==> src/rtl/n_bit_factorial.sv <==
// n_bit_factorial: iterative factorial engine, one multiply per clock, with sticky overflow.
module n_bit_factorial #(
  parameter int N = 4,
  localparam int W = 10 * N
) (
  input  logic         clk,
  input  logic         rst,
  input  logic         start,
  input  logic [N-1:0] Number,
  output logic         busy,
  output logic         done,
  output logic [W-1:0] Factorial,
  output logic         Overflow
);
  typedef enum logic {IDLE, CALC} state_t;
  state_t state, state_n;
  logic [W-1:0] acc, acc_n, fact_n;
  logic [N-1:0] cnt, cnt_n;
  logic ovf, ovf_n, oflag_n, done_n;
  logic [W+N-1:0] prod;
  assign prod = {{N{1'b0}}, acc} * {{W{1'b0}}, cnt};
  assign busy = state == CALC;
  always_ff @(posedge clk or posedge rst) begin
    if (rst) begin
      state <= IDLE;
      acc <= W'(1);
      cnt <= '0;
      ovf <= 1'b0;
      Factorial <= '0;
      Overflow <= 1'b0;
      done <= 1'b0;
    end else begin
      state <= state_n;
      acc <= acc_n;
      cnt <= cnt_n;
      ovf <= ovf_n;
      Factorial <= fact_n;
      Overflow <= oflag_n;
      done <= done_n;
    end
  end
  // Counting down from the operand; anything the product spills above W bits marks overflow.
  always_comb begin
    state_n = state;
    acc_n = acc;
    cnt_n = cnt;
    ovf_n = ovf;
    fact_n = Factorial;
    oflag_n = Overflow;
    done_n = 1'b0;
    if (state == IDLE) begin
      if (start) begin
        cnt_n = Number;
        acc_n = W'(1);
        ovf_n = 1'b0;
        state_n = CALC;
      end
    end else if (cnt > N'(1)) begin
      acc_n = prod[W-1:0];
      ovf_n = ovf | (|prod[W+N-1:W]);
      cnt_n = cnt - N'(1);
    end else begin
      fact_n = acc;
      oflag_n = ovf;
      done_n = 1'b1;
      state_n = IDLE;
    end
  end
endmodule

==> config.mk <==
export PLATFORM = sky130hd
export DESIGN_NAME = n_bit_factorial
export DESIGN_NICKNAME = d
export VERILOG_FILES = /design/src/rtl/n_bit_factorial.sv
export SDC_FILE = /design/constraint.sdc
export NUM_CORES = 1
export LEC_CHECK = 0
export CORE_MARGIN = 2
export CORE_UTILIZATION = 40
export CTS_CLUSTER_DIAMETER = 200
export CTS_CLUSTER_SIZE = 24
export DETAILED_ROUTE_END_ITERATION = 8
export GPL_ROUTABILITY_DRIVEN = 0
export HOLD_SLACK_MARGIN = 0.08
export PLACE_DENSITY = 0.63
export SLEW_MARGIN = 20
export SYNTH_ARGS = -nofsm -noshare
export SYNTH_HDL_FRONTEND = slang
export SYNTH_SLANG_ARGS = --single-unit
==> constraint.sdc <==
create_clock -name clk -period 6.47 [get_ports clk]
set_clock_uncertainty 0.1 [all_clocks]
set_input_delay 1.6175 -clock clk [delete_from_list [all_inputs] [get_ports clk]]
set_output_delay 1.6175 -clock clk [all_outputs]
set_load 0.05 [all_outputs]
## Word-level counts from Yosys, hierarchy flattened

Cells that the tools add are included.

- Flip-flop bits (word level): 88
- Input bits: 7
- Word-level logic and storage cells: 31

- Add/sub/neg operators: 1
- $mul: 1
- Order comparisons: 1
- Eq/ne operators: 1
- Mux-type cells: 14
- Bitwise operators: 2
- Reductions and logical operators: 4

Operator list:

| kind | count |
|---|---|
| $mux 40 | 3 |
| $mul 40x4->44 | 1 |
| $mux 4 | 3 |
| $mux 1 | 8 |
| $gt 4x1->1 const B | 1 |
| $reduce_and 2->1 | 2 |
| $reduce_or 4->1 | 1 |
| $sub 4x1->4 const B | 1 |
| $ne 2x1->1 const B | 1 |
| $reduce_bool 2->1 | 1 |
| $not 1->1 | 1 |
| $or 1x1->1 | 1 |

## Longest topological paths before layout

Gate-level depths: netlist of the first run.

- Depth in word-level cells: 5
- Mapped depth: 19
- Depth with buffers taken out: 16

## Least setup slack after synthesis of the first run

OpenSTA, ideal clock, no wires.

- Path kind: register to register
- From: reg cnt[2]
- To: reg acc[36]
- Library setup time: 0.104 ns
- Arrival time: 4.269 ns
- Data required time: 6.266 ns
- Slack: 1.997 ns
- Cell stages (with the launch flop): 20
- Path through: dfrtp_1 -> clkbuf_1 -> clkbuf_1 -> and2_1 -> fa_1 -> inv_1 -> fa_1 -> inv_1 -> ha_1 -> buf_6 -> a21o_2 -> a311o_1 -> a31o_1 -> a31oi_2 -> a211oi_2 -> nor3_4 -> o21ai_2 -> a21oi_2 -> mux2_1 -> o311ai_1

- Cells in the longest elaborated chain, start to end: 3
- Elaborated cells on any way between the ends: 6

RTL lines:

| what | RTL line | RTL |
|---|---|---|
| start, declared | 18 | `logic [N-1:0] cnt, cnt_n;` |
| start signal, assigned | 35 | `cnt <= cnt_n;` |
| $mul 40x4->44 or $gt 4x1->1 (tied branches) | 21, 58 |  |
| $mux 40 or $ne 2x1->1 (tied branches) | n/a |  |
| $mux 40 or $reduce_and 2->1 (tied branches) | n/a |  |
| end signal, assigned | 34 | `acc <= acc_n;` |
| end, declared | 17 | `logic [W-1:0] acc, acc_n, fact_n;` |

Several ways; a longest one is shown, not always the timed one. The select of a mux whose other input is x is not followed.
A chain may end at the register's enable or synchronous reset.

## Worst setup path in the final report of the first run

- From: reg cnt[2]
- To: reg ovf

- Cells in the longest elaborated chain, start to end: 5
- Elaborated cells on any way between the ends: 8

RTL lines:

| what | RTL line | RTL |
|---|---|---|
| $mul 40x4->44 | 21 | `assign prod = {{N{1'b0}}, acc} * {{W{1'b0}}, cnt};` |
| $reduce_or 4->1 | 60 | `ovf_n = ovf \| (\|prod[W+N-1:W]);` |
| $or 1x1->1 | 60 |  |
| $mux 1 | 58 | `end else if (cnt > N'(1)) begin` |
| $mux 1 | 51 | `if (state == IDLE) begin` |
| end signal, assigned | 36 | `ovf <= ovf_n;` |
| end, declared | 19 | `logic ovf, ovf_n, oflag_n, done_n;` |

Several ways; a longest one is shown, not always the timed one. The select of a mux whose other input is x is not followed.

==> results of run 1 <==
Yosys cell counts (all sizes together), types with 2 or more instances:
| library cell | n | area (um2) |
|---|---|---|
| dfrtp | 87 | 2177 |
| and4 | 2 | 17.52 |
| a22o | 4 | 35.03 |
| o21ai | 65 | 329.1 |
| o31ai | 4 | 40.03 |
| mux2 | 42 | 473.0 |
| a21o | 11 | 86.34 |
| a21boi | 2 | 15.01 |
| nor3 | 8 | 51.30 |
| o221ai | 2 | 17.52 |
| and3 | 5 | 33.78 |
| o211ai | 3 | 22.52 |
| or2 | 4 | 25.02 |
| o21bai | 7 | 52.55 |
| a211oi | 3 | 27.52 |
| nand2b | 6 | 37.54 |
| mux2i | 2 | 20.02 |
| fa | 76 | 1521 |
| clkbuf | 30 | 122.6 |
| or3 | 3 | 18.77 |
| xor2 | 17 | 148.9 |
| nand3 | 8 | 40.04 |
| ha | 50 | 625.6 |
| buf | 15 | 98.84 |
| a32o | 2 | 20.02 |
| nor2 | 22 | 85.09 |
| nor2b | 6 | 37.54 |
| xnor2 | 17 | 148.9 |
| a21oi | 48 | 259.0 |
| a31oi | 5 | 43.79 |
| inv | 166 | 623.1 |
| or2b | 2 | 17.52 |
| and2 | 118 | 738.2 |
| a221oi | 2 | 23.77 |
| nand2 | 105 | 394.1 |
| nand4 | 9 | 56.30 |
| o21a | 2 | 15.01 |
logic make-up after synthesis:
kind of cell             after synthesis
flip-flops                            88
multiplexers                          44
buffers and inverters                212
adder cells (fa/ha/maj)              126
AO/OA/AOI/OAI                        171
AND/OR/NAND/NOR                      303
XOR/XNOR                              34
sequential cells by signal (all words and copies together), names as in the netlist:
name	flops
ovf	1
Factorial	40
done	1
Overflow	1
acc	40
busy	1
cnt	4
final cells by class:
type,count,share of cell area
Tap cell,280,0.03630
Timing Repair Buffer,55,0.05548
Inverter,166,0.06482
Multi-Input combinational cell,678,0.5841
Clock inverter,6,0.007130
Sequential cell,88,0.2284
Clock buffer,10,0.02372
worst max-delay path: cells and delay by family (launching register included):
family,cells,cell delay (ns)
buffers and inverters,3,0.39
adders and majority gates,3,1.45
and+or+nand+nor,4,0.83
AOI/OAI and AO/OA,6,1.27
DFF,1,0.62
xor gates and xnor gates,1,0.17
layer usage:
| layer | wire, um | part of all wire | global-route usage |
|---|---|---|---|
| met3 | 582 | 0.030 | 0.02096 |
| met2 | 9422 | 0.48 | 0.3138 |
| met1 | 9176 | 0.47 | 0.2590 |
| met5 | 0 | 0 | 0 |
| met4 | 269 | 0.014 | 0.05787 |
path summary, 6_finish.rpt:
kind | to | depth (start not counted) | from
min reg2reg | Factorial[29] | 1 | Factorial[29]
min | Factorial[29] | 1 | Factorial[29]
max reg2reg | ovf | 17 | cnt[2]
max in group asynchronous | acc[14] | 3 | rst
max | ovf | 17 | cnt[2]
min in group asynchronous | Factorial[30] | 2 | rst
stage by stage:
| stage | utilization | setup slack, ns | std cells | hold WS, ns |
|---|---|---|---|---|
| after global placement | 0.4326 | 1.391 | 1267 | 0.3918 |
| after global routing | 0.4464 | 1.120 | 1283 | 0.4181 |
| after detailed placement | 0.4326 | 1.312 | 1267 | 0.3943 |
| after floorplan | - | 1.997 | 978 | 0.3728 |
| after CTS | 0.4464 | 1.268 | 1283 | 0.4099 |
| final | 0.4464 | 1.489 | 1283 | 0.4068 |
==> results.py, run 1 <==
metrics = {
    "cells_and_area": {
        "drive_above_1_share": 0.09472,
        "fillerInstances": 2170,
        "area.sequential_um2": 2205,
        "layout_commonest_cell": "inv_1",
        "num_antenna_cells": 0,
        "final_nets": 1131,
        "layout_common_cells": "inv_1 (165), and2_1 (117), nand2_1 (105)",
        "stdcell_area_um2": 9652,
        "area_growth_pct": 10.75,
        "multi_input_area_um2": 5638,
    },
    "logic_synthesis": {
        "async_reset_ff_frac": 1.000,
        "syn-instance-count": 978,
        "synth_area_um2": 8715,
        "synthesis.nets": 1111,
        "synth_flop_cell": "dfrtp_1",
        "synth_compound_area_frac": 0.1255,
        "synth_top_family_by_area": "adder cells",
        "synth-seq-cells": 88,
        "synthMuxAreaShare": 0.05657,
        "synth_edf_count": 0,
        "seq_area_frac_synth": 0.2528,
        "synth_xor_area_frac": 0.03417,
        "syn_area_per_cell_um2": 8.911,
        "yosysWarnings": 0,
        "synthAdderAreaFrac": 0.2464,
        "synth_cell_type_count": 71,
        "synthSimpleGateAreaFrac": 0.1839,
    },
    "global_routing": {
        "track_usage": 0.1884,
        "grt_overflow": 0,
        "antenna_found_initial": 0,
        "grt_pass1_wl_mm": 34.38,
        "grt_max_degree": 48,
        "grt_pass1_vias": 6783,
    },
    "clock_network": {
        "clkTransAtPathRegs_ns": 0.07,
        "clkLatencyLatePin_ns": 0.35,
        "cts_resized": 0,
        "cts_tree": "built",
        "post_cts.repair.setup_buffers": 0,
        "cts_root_buf": "clkbuf_16",
        "cts_hold_buf": 0,
        "cts_max_path_buffers": 2,
        "cts.sinks": 88,
        "htree_levels": 3,
        "cts_made_buffers": 9,
    },
    "critical_path": {
        "end_kind": "flip-flop",
        "cp.arrival_ns": 5.11,
        "required_ns": 6.60,
        "path_cells": "buf_4 -> and2_1 -> fa_1 -> inv_1 -> fa_1 -> inv_1 -> ha_1 -> and4_1 -> and3_1 -> o2111ai_2 -> nand4b_1 -> a31oi_2 -> o31ai_2 -> a221o_1 -> a221oi_2 -> xor2_1 -> a31oi_1",
        "slowest_delay_ns": 0.62,
        "cp-start-kind": "flip-flop",
        "critical_path_class": "flip-flop to flip-flop",
        "r2r_slack_ns": 1.49,
        "cpMaxStageDelayCell": "dfrtp_2",
        "path_max_fanout": 33,
    },
    "routing": {
        "wl_per_cell_um": 15.16,
        "drc": 0,
        "routed_via_density": 5.074,
        "drtPass1Iterations": 4,
        "wirelength_mm": 19.45,
        "ant_nets": 0,
        "vias": 6510,
        "drtIter0Drc": 396,
    },
    "run_status": {
        "status": "completed",
    },
    "place": {
        "dp_hpwl_mm": 13.94,
        "placed_cell_area_um2": 9353,
        "port-buffer-count": 49,
    },
    "timing": {
        "hold_viol_final": 0,
        "setup_violations": 0,
        "finalMaxSlewViolations": 0,
        "finalSetupTns_ns": 0,
        "fmax_ghz": 0.2007,
        "rsz0062_at_grt": "false",
        "min_period_ns": 4.981,
        "period_share": 0.7699,
        "relSlewSlack": 0.3503,
        "worstMarginPinSlew_ns": 0.9745,
    },
    "floorplan": {
        "coreArea_um2": 21620,
        "initial_core_util": 0.4031,
        "io_pins": 50,
        "die_h_um": 151.6,
        "row_count": 54,
        "die_w_um": 151.6,
        "die_area_um2": 22980,
    },
    "job": {
        "cap_violations": 0,
    },
    "min_path": {
        "hold_path_class": "flip-flop to flip-flop",
    },
}
Power of run 1 is left out: the tool's default activity adds up to more than one toggle a clock period on the data nets, which glitch-free logic cannot reach.
==> inputs of run 2 (changes only) <==
--- a/config.mk
+++ b/config.mk
@@ -12,7 +12,7 @@
 export DETAILED_ROUTE_END_ITERATION = 8
 export GPL_ROUTABILITY_DRIVEN = 0
 export HOLD_SLACK_MARGIN = 0.08
-export PLACE_DENSITY = 0.63
+export PLACE_DENSITY = 0.65
 export SLEW_MARGIN = 20
 export SYNTH_ARGS = -nofsm -noshare
 export SYNTH_HDL_FRONTEND = slang
==> constraint.sdc (replaced) <==
create_clock -name clk -period 4.2 [get_ports clk]
set_clock_uncertainty 0.1 [all_clocks]
set_input_delay 1.05 -clock clk [delete_from_list [all_inputs] [get_ports clk]]
set_output_delay 1.05 -clock clk [all_outputs]
set_load 0.05 [all_outputs]
==> run 2 against run 1 <==
Compared with the run above:
- the flow now finishes with violations (setup timing)
- clock-buffer cell count did not move
- first-iteration DRC count fell by 15%
- die area did not move
- flip-flop and latch count did not move
- final area rose by 19%
- register-to-register slack got worse by 1.8 ns
- maximum frequency rose by 12%
- cell count rose by 11%
- sequential share of layout area fell by 3.6 points
- core utilization rose by 8.4 points
- critical path type unchanged
==> results.py, run 2 (same netlist as run 1, synthesis figures left out) <==
metrics = {
    "timing": {
        "setup_violations": 9,
        "finalWorstSetupSlack_ns": -0.2643,
        "min_period_ns": 4.464,
        "period_share": 1.063,
        "rsz0062_at_grt": "true",
        "hold_viol_final": 0,
        "worstMarginPinSlew_ns": 0.9807,
        "relSlewSlack": 0.3448,
        "fmax_ghz": 0.2240,
        "finalMaxSlewViolations": 0,
    },
    "routing": {
        "drtIter0Drc": 338,
        "ant_nets": 0,
        "vias": 7170,
        "wirelength_mm": 22.85,
        "drc": 0,
        "routed_via_density": 5.042,
        "wl_per_cell_um": 16.07,
        "drtPass1Iterations": 5,
    },
    "clock_network": {
        "htree_levels": 3,
        "cts_max_path_buffers": 2,
        "cts_tree": "built",
        "cts.sinks": 88,
        "cts_root_buf": "clkbuf_16",
        "cts_made_buffers": 9,
        "clkLatencyLatePin_ns": 0.36,
        "clkTransAtPathRegs_ns": 0.07,
    },
    "critical_path": {
        "required_ns": 4.34,
        "cp-start-kind": "flip-flop",
        "cp.arrival_ns": 4.61,
        "critical_path_class": "flip-flop to flip-flop",
        "end_kind": "flip-flop",
        "path_max_fanout": 7,
    },
    "global_routing": {
        "grt_pass1_vias": 7522,
        "grt_pass1_wl_mm": 37.40,
        "track_usage": 0.2072,
        "grt_overflow": 0,
        "antenna_found_initial": 0,
        "grt_max_degree": 58,
    },
    "run_status": {
        "failed_checks": "setup timing",
        "status": "complete, but fails checks",
    },
    "place": {
        "port-buffer-count": 49,
        "dp_slack_ns": -0.4130,
        "dp_hpwl_mm": 15.90,
    },
    "cells_and_area": {
        "layout_common_cells": "inv_1 (147), buf_4 (127), and2_1 (106)",
        "area_growth_pct": 31.59,
        "reg_top3": "Factorial: 40 flops, acc: 40 flops, cnt: 4 flops",
        "final_nets": 1271,
        "drive_above_1_share": 0.2986,
        "fillerInstances": 2002,
        "num_antenna_cells": 0,
        "layout_commonest_cell": "inv_1",
    },
    "floorplan": {
        "coreArea_um2": 21620,
        "die_area_um2": 22980,
        "row_count": 54,
        "die_h_um": 151.6,
        "io_pins": 50,
        "die_w_um": 151.6,
        "initial_core_util": 0.4031,
    },
    "job": {
        "cap_violations": 0,
    },
    "min_path": {
        "hold_path_class": "flip-flop to flip-flop",
    },
}
run 2: changes by cell type in the layout (fill, tap and decap cells not counted), sizes merged:
| cell | delta |
|---|---|
| buf | +139 |
| bufbuf | +1 |
| bufinv | +1 |
| clkinv | -2 |
run 2: cell type report:
type | instances | area, um2 | share of cell area
flip-flops and latches | 88 | 2205 | 0.1923
inverters | 166 | 625.6 | 0.05456
repair buffers | 195 | 1722 | 0.1501
well taps | 280 | 350.3 | 0.03055
clock buffers | 10 | 229.0 | 0.01997
clock inverters | 5 | 81.33 | 0.007092
multi-input cells | 678 | 6255 | 0.5454
run 2: worst paths after layout:
path / slack [ns] / cells after the start / endpoint / from
min reg2reg: 0.41 / 1 / Factorial[21] / Factorial[21]
max in group asynchronous: 2.09 / 3 / acc[12] / rst
max reg2reg: -0.26 / 18 / ovf / cnt[2]
min in group asynchronous: 1.07 / 2 / Factorial[26] / rst
min: 0.41 / 1 / Factorial[21] / Factorial[21]
max: -0.26 / 18 / ovf / cnt[2]
run 2: worst max-delay path, cell delays in order, from the launching register on:
cell	delay [ns]
dfrtp_2	0.48
buf_12	0.16
buf_16	0.13
and2_4	0.15
fa_1	0.48
inv_2	0.04
fa_1	0.51
inv_2	0.05
ha_4	0.27
a21oi_4	0.16
o221ai_2	0.11
o21ai_2	0.18
nand4b_1	0.22
a31oi_4	0.31
o31ai_4	0.08
a221o_1	0.39
a221oi_2	0.26
xor2_1	0.17
a31oi_1	0.09
run 2: what timing repair did:
item                       4_1_cts  5_1_grt
pin swaps                       43       68
setup buffers                   12       12
resized for setup               45       92
setup endpoints to repair       12       23
hold buffers                     0        0
cloned                           3        0
run 2: per-stage QoR:
step	utilization	setup TNS, ns	cell area, um2	cells	hold slack, ns
after floorplan	-	-0.1662	8828	978	0.3728
after global placement	0.4761	-1.558	10290	1381	0.3895
after detailed placement	0.4761	-1.967	10290	1381	0.3945
after CTS	0.5089	-1.708	11000	1410	0.4099
after global routing	0.5304	-2.894	11470	1422	0.4274
final	0.5304	-1.277	11470	1422	0.4054
run 2: routing by layer:
layer / vias to the layer above / track usage / routed length [um]
li1: 3448 / - / -
met1: 3547 / 0.2739 / 10160
met2: 143 / 0.3523 / 11330
met3: 32 / 0.02395 / 805
met4: 0 / 0.07407 / 552
met5: - / 0 / 0
Power of run 2 is left out for the same reason.
